==> config.mk <==
export PLATFORM = sky130hd
export DESIGN_NAME = ternary_stream_loader
export DESIGN_NICKNAME = d
export VERILOG_FILES = /design/src/rtl/ternary_stream_loader.sv
export SDC_FILE = /design/constraint.sdc
export NUM_CORES = 1
export LEC_CHECK = 0
export ABC_AREA = 1
export ABC_CLOCK_PERIOD_IN_PS = 2900
export CAP_MARGIN = 20
export CORE_UTILIZATION = 50
export DETAILED_ROUTE_END_ITERATION = 16
export GPL_TIMING_DRIVEN = 0
export PLACE_DENSITY = 0.82
export REMOVE_ABC_BUFFERS = 1
export SLEW_MARGIN = 20
export SYNTH_ARGS = -nofsm -noshare
export SYNTH_HDL_FRONTEND = slang
export SYNTH_SLANG_ARGS = --single-unit
==> constraint.sdc <==
create_clock -name clock -period 2.9 [get_ports clock]
set_input_delay 0.58 -clock clock [delete_from_list [all_inputs] [get_ports clock]]
set_output_delay 0.58 -clock clock [all_outputs]
set_load 0.1 [all_outputs]
==> src/rtl/ternary_stream_loader.sv <==
// Stream-fed program loader for balanced-ternary instruction memory.
// Writes streamed words to consecutive addresses, or re-reads and counts mismatches in VERIFY mode.
module ternary_stream_loader #(
  parameter int unsigned WORD_SIZE     = 9,
  parameter int unsigned MEM_ADDR_SIZE = 4,
  parameter int unsigned CNT_W         = 16
) (
  input  logic                         clock,
  input  logic                         reset,
  input  logic                         start,
  input  logic                         mode,
  input  logic [2*MEM_ADDR_SIZE-1:0]   base_addr,
  input  logic [CNT_W-1:0]             word_count,
  input  logic                         abort,
  input  logic                         s_valid,
  input  logic [2*WORD_SIZE-1:0]       s_data,
  output logic                         s_ready,
  output logic [2*MEM_ADDR_SIZE-1:0]   mem_addr,
  output logic [2*WORD_SIZE-1:0]       mem_write_data,
  output logic                         mem_write,
  output logic                         mem_read,
  input  logic [2*WORD_SIZE-1:0]       mem_read_data,
  output logic                         busy,
  output logic                         done,
  output logic                         error,
  output logic [1:0]                   error_code,
  output logic [CNT_W-1:0]             mismatch_count,
  output logic [2*MEM_ADDR_SIZE-1:0]   first_mismatch_addr
);

  localparam int unsigned AW = 2 * MEM_ADDR_SIZE;
  localparam int unsigned DW = 2 * WORD_SIZE;

  localparam logic [1:0] TRIT_NEG  = 2'b10;
  localparam logic [1:0] TRIT_ZERO = 2'b00;
  localparam logic [1:0] TRIT_POS  = 2'b01;
  localparam logic [1:0] TRIT_BAD  = 2'b11;

  localparam logic [AW-1:0] ADDR_MIN  = {MEM_ADDR_SIZE{TRIT_NEG}};
  localparam logic [AW-1:0] ADDR_MAX  = {MEM_ADDR_SIZE{TRIT_POS}};
  localparam logic [AW-1:0] ADDR_ZERO = {MEM_ADDR_SIZE{TRIT_ZERO}};
  localparam logic [DW-1:0] WORD_ZERO = {WORD_SIZE{TRIT_ZERO}};

  localparam logic [1:0] ERR_NONE  = 2'b00;
  localparam logic [1:0] ERR_TRIT  = 2'b01;
  localparam logic [1:0] ERR_OVF   = 2'b10;
  localparam logic [1:0] ERR_ABORT = 2'b11;

  typedef enum logic [2:0] {
    ST_IDLE,
    ST_FETCH,
    ST_WRITE,
    ST_READ,
    ST_COMPARE,
    ST_DONE,
    ST_ERROR
  } state_t;

  state_t            state, state_n;
  logic [AW-1:0]     addr_q, addr_n;
  logic [DW-1:0]     word_q, word_n;
  logic [CNT_W-1:0]  remain_q, remain_n;
  logic              verify_q, verify_n;
  logic [1:0]        code_q, code_n;
  logic [CNT_W-1:0]  mcount_q, mcount_n;
  logic [AW-1:0]     first_q, first_n;
  logic              active;

  // Balanced-ternary +1: a +1 trit wraps to -1 and carries; the top carry is dropped.
  function automatic logic [AW-1:0] bt_inc(input logic [AW-1:0] a);
    logic [AW-1:0] r;
    logic          c;
    r = a;
    c = 1'b1;
    for (int unsigned i = 0; i < MEM_ADDR_SIZE; i++) begin
      if (c) begin
        case (a[2*i +: 2])
          TRIT_NEG:  begin r[2*i +: 2] = TRIT_ZERO; c = 1'b0; end
          TRIT_ZERO: begin r[2*i +: 2] = TRIT_POS;  c = 1'b0; end
          TRIT_POS:  begin r[2*i +: 2] = TRIT_NEG;  c = 1'b1; end
          default:   c = 1'b0;
        endcase
      end
    end
    return r;
  endfunction

  function automatic logic has_bad_trit(input logic [DW-1:0] w);
    logic bad;
    bad = 1'b0;
    for (int unsigned i = 0; i < WORD_SIZE; i++) begin
      if (w[2*i +: 2] == TRIT_BAD) bad = 1'b1;
    end
    return bad;
  endfunction

  assign active = (state == ST_FETCH) || (state == ST_WRITE) ||
                  (state == ST_READ)  || (state == ST_COMPARE);

  always_ff @(posedge clock) begin
    if (!reset) begin
      state    <= ST_IDLE;
      addr_q   <= ADDR_MIN;
      word_q   <= WORD_ZERO;
      remain_q <= '0;
      verify_q <= 1'b0;
      code_q   <= ERR_NONE;
      mcount_q <= '0;
      first_q  <= ADDR_ZERO;
    end else begin
      state    <= state_n;
      addr_q   <= addr_n;
      word_q   <= word_n;
      remain_q <= remain_n;
      verify_q <= verify_n;
      code_q   <= code_n;
      mcount_q <= mcount_n;
      first_q  <= first_n;
    end
  end

  always_comb begin
    state_n  = state;
    addr_n   = addr_q;
    word_n   = word_q;
    remain_n = remain_q;
    verify_n = verify_q;
    code_n   = code_q;
    mcount_n = mcount_q;
    first_n  = first_q;

    if (active && abort) begin
      state_n = ST_ERROR;
      code_n  = ERR_ABORT;
    end else begin
      case (state)
        ST_IDLE, ST_DONE, ST_ERROR: begin
          if (start) begin
            verify_n = mode;
            addr_n   = base_addr;
            remain_n = word_count;
            code_n   = ERR_NONE;
            mcount_n = '0;
            first_n  = ADDR_ZERO;
            state_n  = (word_count == '0) ? ST_DONE : ST_FETCH;
          end
        end
        ST_FETCH: begin
          if (s_valid) begin
            if (has_bad_trit(s_data)) begin
              state_n = ST_ERROR;
              code_n  = ERR_TRIT;
            end else begin
              word_n  = s_data;
              state_n = verify_q ? ST_READ : ST_WRITE;
            end
          end
        end
        ST_READ: begin
          remain_n = remain_q - CNT_W'(1);
          state_n  = ST_COMPARE;
        end
        ST_WRITE, ST_COMPARE: begin
          // WRITE decrements here; VERIFY already decremented in READ, so both
          // paths reach the shared advance logic with the post-word remainder.
          if (state == ST_WRITE) begin
            remain_n = remain_q - CNT_W'(1);
          end else if (mem_read_data != word_q) begin
            if (mcount_q != '1) mcount_n = mcount_q + CNT_W'(1);
            if (mcount_q == '0) first_n = addr_q;
          end
          if (remain_n == '0) begin
            state_n = ST_DONE;
          end else if (addr_q == ADDR_MAX) begin
            state_n = ST_ERROR;
            code_n  = ERR_OVF;
          end else begin
            addr_n  = bt_inc(addr_q);
            state_n = ST_FETCH;
          end
        end
        default: state_n = ST_IDLE;
      endcase
    end
  end

  assign s_ready             = (state == ST_FETCH);
  assign mem_write           = (state == ST_WRITE);
  assign mem_read            = (state == ST_READ);
  assign busy                = active;
  assign done                = (state == ST_DONE);
  assign error               = (state == ST_ERROR);
  assign mem_addr            = addr_q;
  assign mem_write_data      = word_q;
  assign error_code          = code_q;
  assign mismatch_count      = mcount_q;
  assign first_mismatch_addr = first_q;

endmodule

==> results of run 1 <==
sequential cells by signal (all words and copies together), names as in the netlist:
signal               flops
verify_q                 1
mismatch_count          16
state                    3
remain_q                16
mem_addr                 8
first_mismatch_addr      8
mem_write_data          18
error_code               2
cells in the final DEF (no fill, tap or decap), drive strengths merged:
cell           Yosys  routed
nor3              18      18
bufinv             0       1
o21bai             1       1
a22oi              1       1
dlymetal6s2s       0       2
nor2             112     112
clkdlybuf4s50      0     116
clkinv             2       3
a31oi              5       5
dlygate4sd2        0       1
dfxtp             72      72
xnor2             19      19
clkinvlp           0       3
inv               66      68
a41oi              3       3
xor2               7       7
and2               2       2
ha                 3       3
nor4               7       7
o22ai              1       1
clkdlybuf4s15      0       2
o31ai              1       1
o211ai             2       2
a21oi             47      47
a211oi             3       3
a21boi             1       1
o21ai             53      53
o211a              1       1
nand4             27      27
clkbuf            10      10
a221oi             7       7
nand3             56      56
nand2            188     188
buf               12       6
worst max-delay path by stage:
| stage | endpoint | cells after the start | from | slack, ns |
|---|---|---|---|---|
| 2_1_floorplan | remain_q[10] | 6 | state[1] | -1.78 |
| 3_3_place_gp | mismatch_count[2] | 5 | reset | -0.82 |
| 3_5_place_dp | remain_q[6] | 9 | state[2] | -0.70 |
| 4_1_cts | error | 3 | state[1] | 0.01 |
| 5_1_grt | mem_write | 4 | state[2] | 0.03 |
| 6_report | busy | 3 | state[2] | 0.13 |
cells in the mapped netlist, types with 2 or more instances:
| cell | instances |
|---|---|
| o21ai_2 | 2 |
| nand2_4 | 2 |
| nor4_1 | 5 |
| nand4_1 | 27 |
| clkinv_1 | 2 |
| a221oi_2 | 2 |
| inv_2 | 9 |
| buf_2 | 5 |
| nand2_2 | 4 |
| a21oi_1 | 46 |
| clkbuf_1 | 10 |
| xor2_1 | 7 |
| nor3_2 | 2 |
| dfxtp_1 | 72 |
| nand3_1 | 52 |
| buf_1 | 3 |
| and2_1 | 2 |
| nor3_1 | 16 |
| a221oi_1 | 5 |
| a211oi_2 | 2 |
| nor4_2 | 2 |
| buf_6 | 3 |
| a41oi_1 | 3 |
| a31oi_1 | 4 |
| ha_1 | 3 |
| inv_1 | 57 |
| xnor2_1 | 19 |
| nor2_2 | 5 |
| o21ai_0 | 45 |
| nand2_1 | 181 |
| nand3_2 | 3 |
| nor2_1 | 106 |
| o21ai_1 | 6 |
power breakdown:
part / internal [mW] / switching (mW) / leakage, nW
combinational: 1.29 / 3.21 / 1.79
sequential: 1.20 / 0.243 / 0.588
clock: 0.405 / 0.432 / 0.0925
total: 2.89 / 3.88 / 2.47
tightest hold or removal path: stages (launching register included):
cell and delay, ns:
dfxtp_1 0.32, nand2_1 0.06, a21oi_1 0.05
cells by family (layout without fill, tap and decap cells):
kind of cell / Yosys count / in the layout
xor+xnor: 26 / 26
simple gates: 410 / 410
flops: 72 / 72
buf+inv: 90 / 212
fa+ha+maj: 3 / 3
compound gates: 126 / 126
timing repair:
item / in CTS / in global routing
endpoints found under the setup margin: 43 / 35
gates resized for setup: 11 / 9
buffers inserted: 4 / 1
hold endpoints to repair: 0 / 0
cloned: 0 / 0
pin swaps: 1 / 1
metal layers:
layer / part of all wire / vias up
met2: 0.49 / 215
met1: 0.42 / 2513
met4: 0.029 / 0
li1: - / 2665
met3: 0.067 / 37
met5: 0 / -
layout make-up:
| class | instances | area (um2) |
|---|---|---|
| multi-input combinational | 565 | 2900 |
| fill | 763 | 2690 |
| inverter | 68 | 258 |
| sequential | 72 | 1440 |
| clock inverter | 7 | 78.8 |
| tap | 108 | 135 |
| clock buffer | 9 | 124 |
| timing repair buffer | 128 | 1260 |
metrics by stage:
step                instance area [um2]  total power [mW]  setup TNS, ns  cells
global route                       6200              7.26              0    957
finish                             6200              6.77              0    957
global placement                   5920              5.59         -18.73    936
floorplan                          4550              4.67         -37.02    705
detailed placement                 5920              5.72         -14.50    936
CTS                                6170              6.70              0    956
==> impl_metrics.tcl, run 1 <==
set metrics [dict create \
    status "finished clean" \
    cts_tree "done" \
    path_clk_slew_ns 0.08 \
    clock_latency_ns 0.36 \
    fin_crit_sh 0.955 \
    worstHoldStart "first_mismatch_addr[4]" \
    drc 0 \
    firstDrtPassIters 5 \
    ir_drop_uv 701 \
    grt_max_degree 42 \
    holdPathEnd "first_mismatch_addr[4]" \
    die_w_um 98.6 \
    via_per_inst 5.67 \
    clkSinkCount 72 \
    clock_path_buffers 2 \
    synth_top_family_by_area "simple AND/OR/NAND/NOR gates" \
    postLayoutCoreUtil 0.697 \
    required_ns 2.32 \
    clockRootBuffer "clkbuf_8" \
    synth-xor-area-share 0.0488 \
    path_cells "nand2_1, nand2_2, dlygate4sd2_1" \
    cpLargestDelayFamily "buffers and inverters" \
    yosysUniqueCellTypes 48 \
    rr_worst_depth 12 \
    yosysTopAreaCellShare 0.309 \
    area_growth_pct 32.8 \
    drt-wirelength-per-cell_um 14.9 \
    yosysSeqAreaShare 0.309 \
    synth-seq-cells 72 \
    relSlewSlack 0.312 \
    slowest_stage "dlygate4sd2_1" \
    top_usage_layer "met2" \
    critPathMaxStageDelay_ns 0.88 \
    synth-adder-area-share 0.00804 \
    powerDensity_nw_per_um2 1090 \
    synth_mux_area_frac 0 \
    drt_iter0_drc 350 \
    first_global_vias 5091 \
    portBuffers 123 \
    antenna_cells 0 \
    path_buf_inv 1 \
    gp_congestion 0.927 \
    drive_above_1_share 0.0777 \
    fin_crit_ns 2.77 \
    ant_nets 0 \
    met2_usage 0.512 \
    synth_area_leaders "dfxtp_1 (31%), nand2_1 (15%), nor2_1 (8.5%), nand3_1 (5.6%), a21oi_1 (4.9%)" \
    grt_pass1_wl_mm 23.5 \
    worstMarginPinSlew_ns 1.03 \
    hp-class "flip-flop to flip-flop" \
    timing.fmax_ghz 0.361 \
    yosys.area_share.simple 0.393 \
    hold_viol_final 0 \
    num_rows 34 \
    via_count 5430 \
    global_route.overflow_total 0 \
    place_ws_ns -0.701 \
    critical_path_class "flip-flop to primary output" \
    netlist_area_um2 4670 \
    die_y_um 98.6 \
    synth_ff_type "dfxtp_1" \
    h-tree-depth 3 \
    endpoint_kind "primary output" \
    cts_made_buffers 9 \
    hold_slack_ns 0.470 \
    async_reset_ff_frac 0 \
    grt_use_total 0.297 \
    avgSynthCellArea_um2 6.42 \
    cp-start-kind "flip-flop" \
    r2r-start "state[2]" \
    grtUsageMet3 0.0504 \
    skew_ns 0.0176 \
    wl_mm 14.2 \
    r2r-end "mismatch_count[12]" \
    synth_cells 727 \
    leakagePower_nw 2.47 \
    setup_ws_ns 0.129 \
    core-area_um2 8890 \
    hold_buffers 0 \
    synth_compound_area_frac 0.162 \
    synth_edf_count 0 \
    synth_top_area_cell "dfxtp_1" \
    hpwlAfterDp_mm 10.3 \
    whs_path_depth 2 \
    yosys_warnings 0 \
    slew_viol_final 0 \
    rsz0062_at_grt "no" \
    dieArea_um2 9720 \
    crit_fanout 7 \
    setup_viol 0 \
    r2r_slack_ns 0.27 \
    final_nets 913 \
    antenna_found_initial 0 \
    start_util 0.525 \
    ios 124 \
    crit_arrival_ns 2.19 \
    cap_violations 0 \
    use_met1 0.366 \
]
(Power assumes the default switching activity.)
==> inputs of run 2 (changes only) <==
ABC_CLOCK_PERIOD_IN_PS = unset   (was 2900)
==> results of run 2 <==
Same layout as run 1: the final DEF is identical, and so are final timing and power.
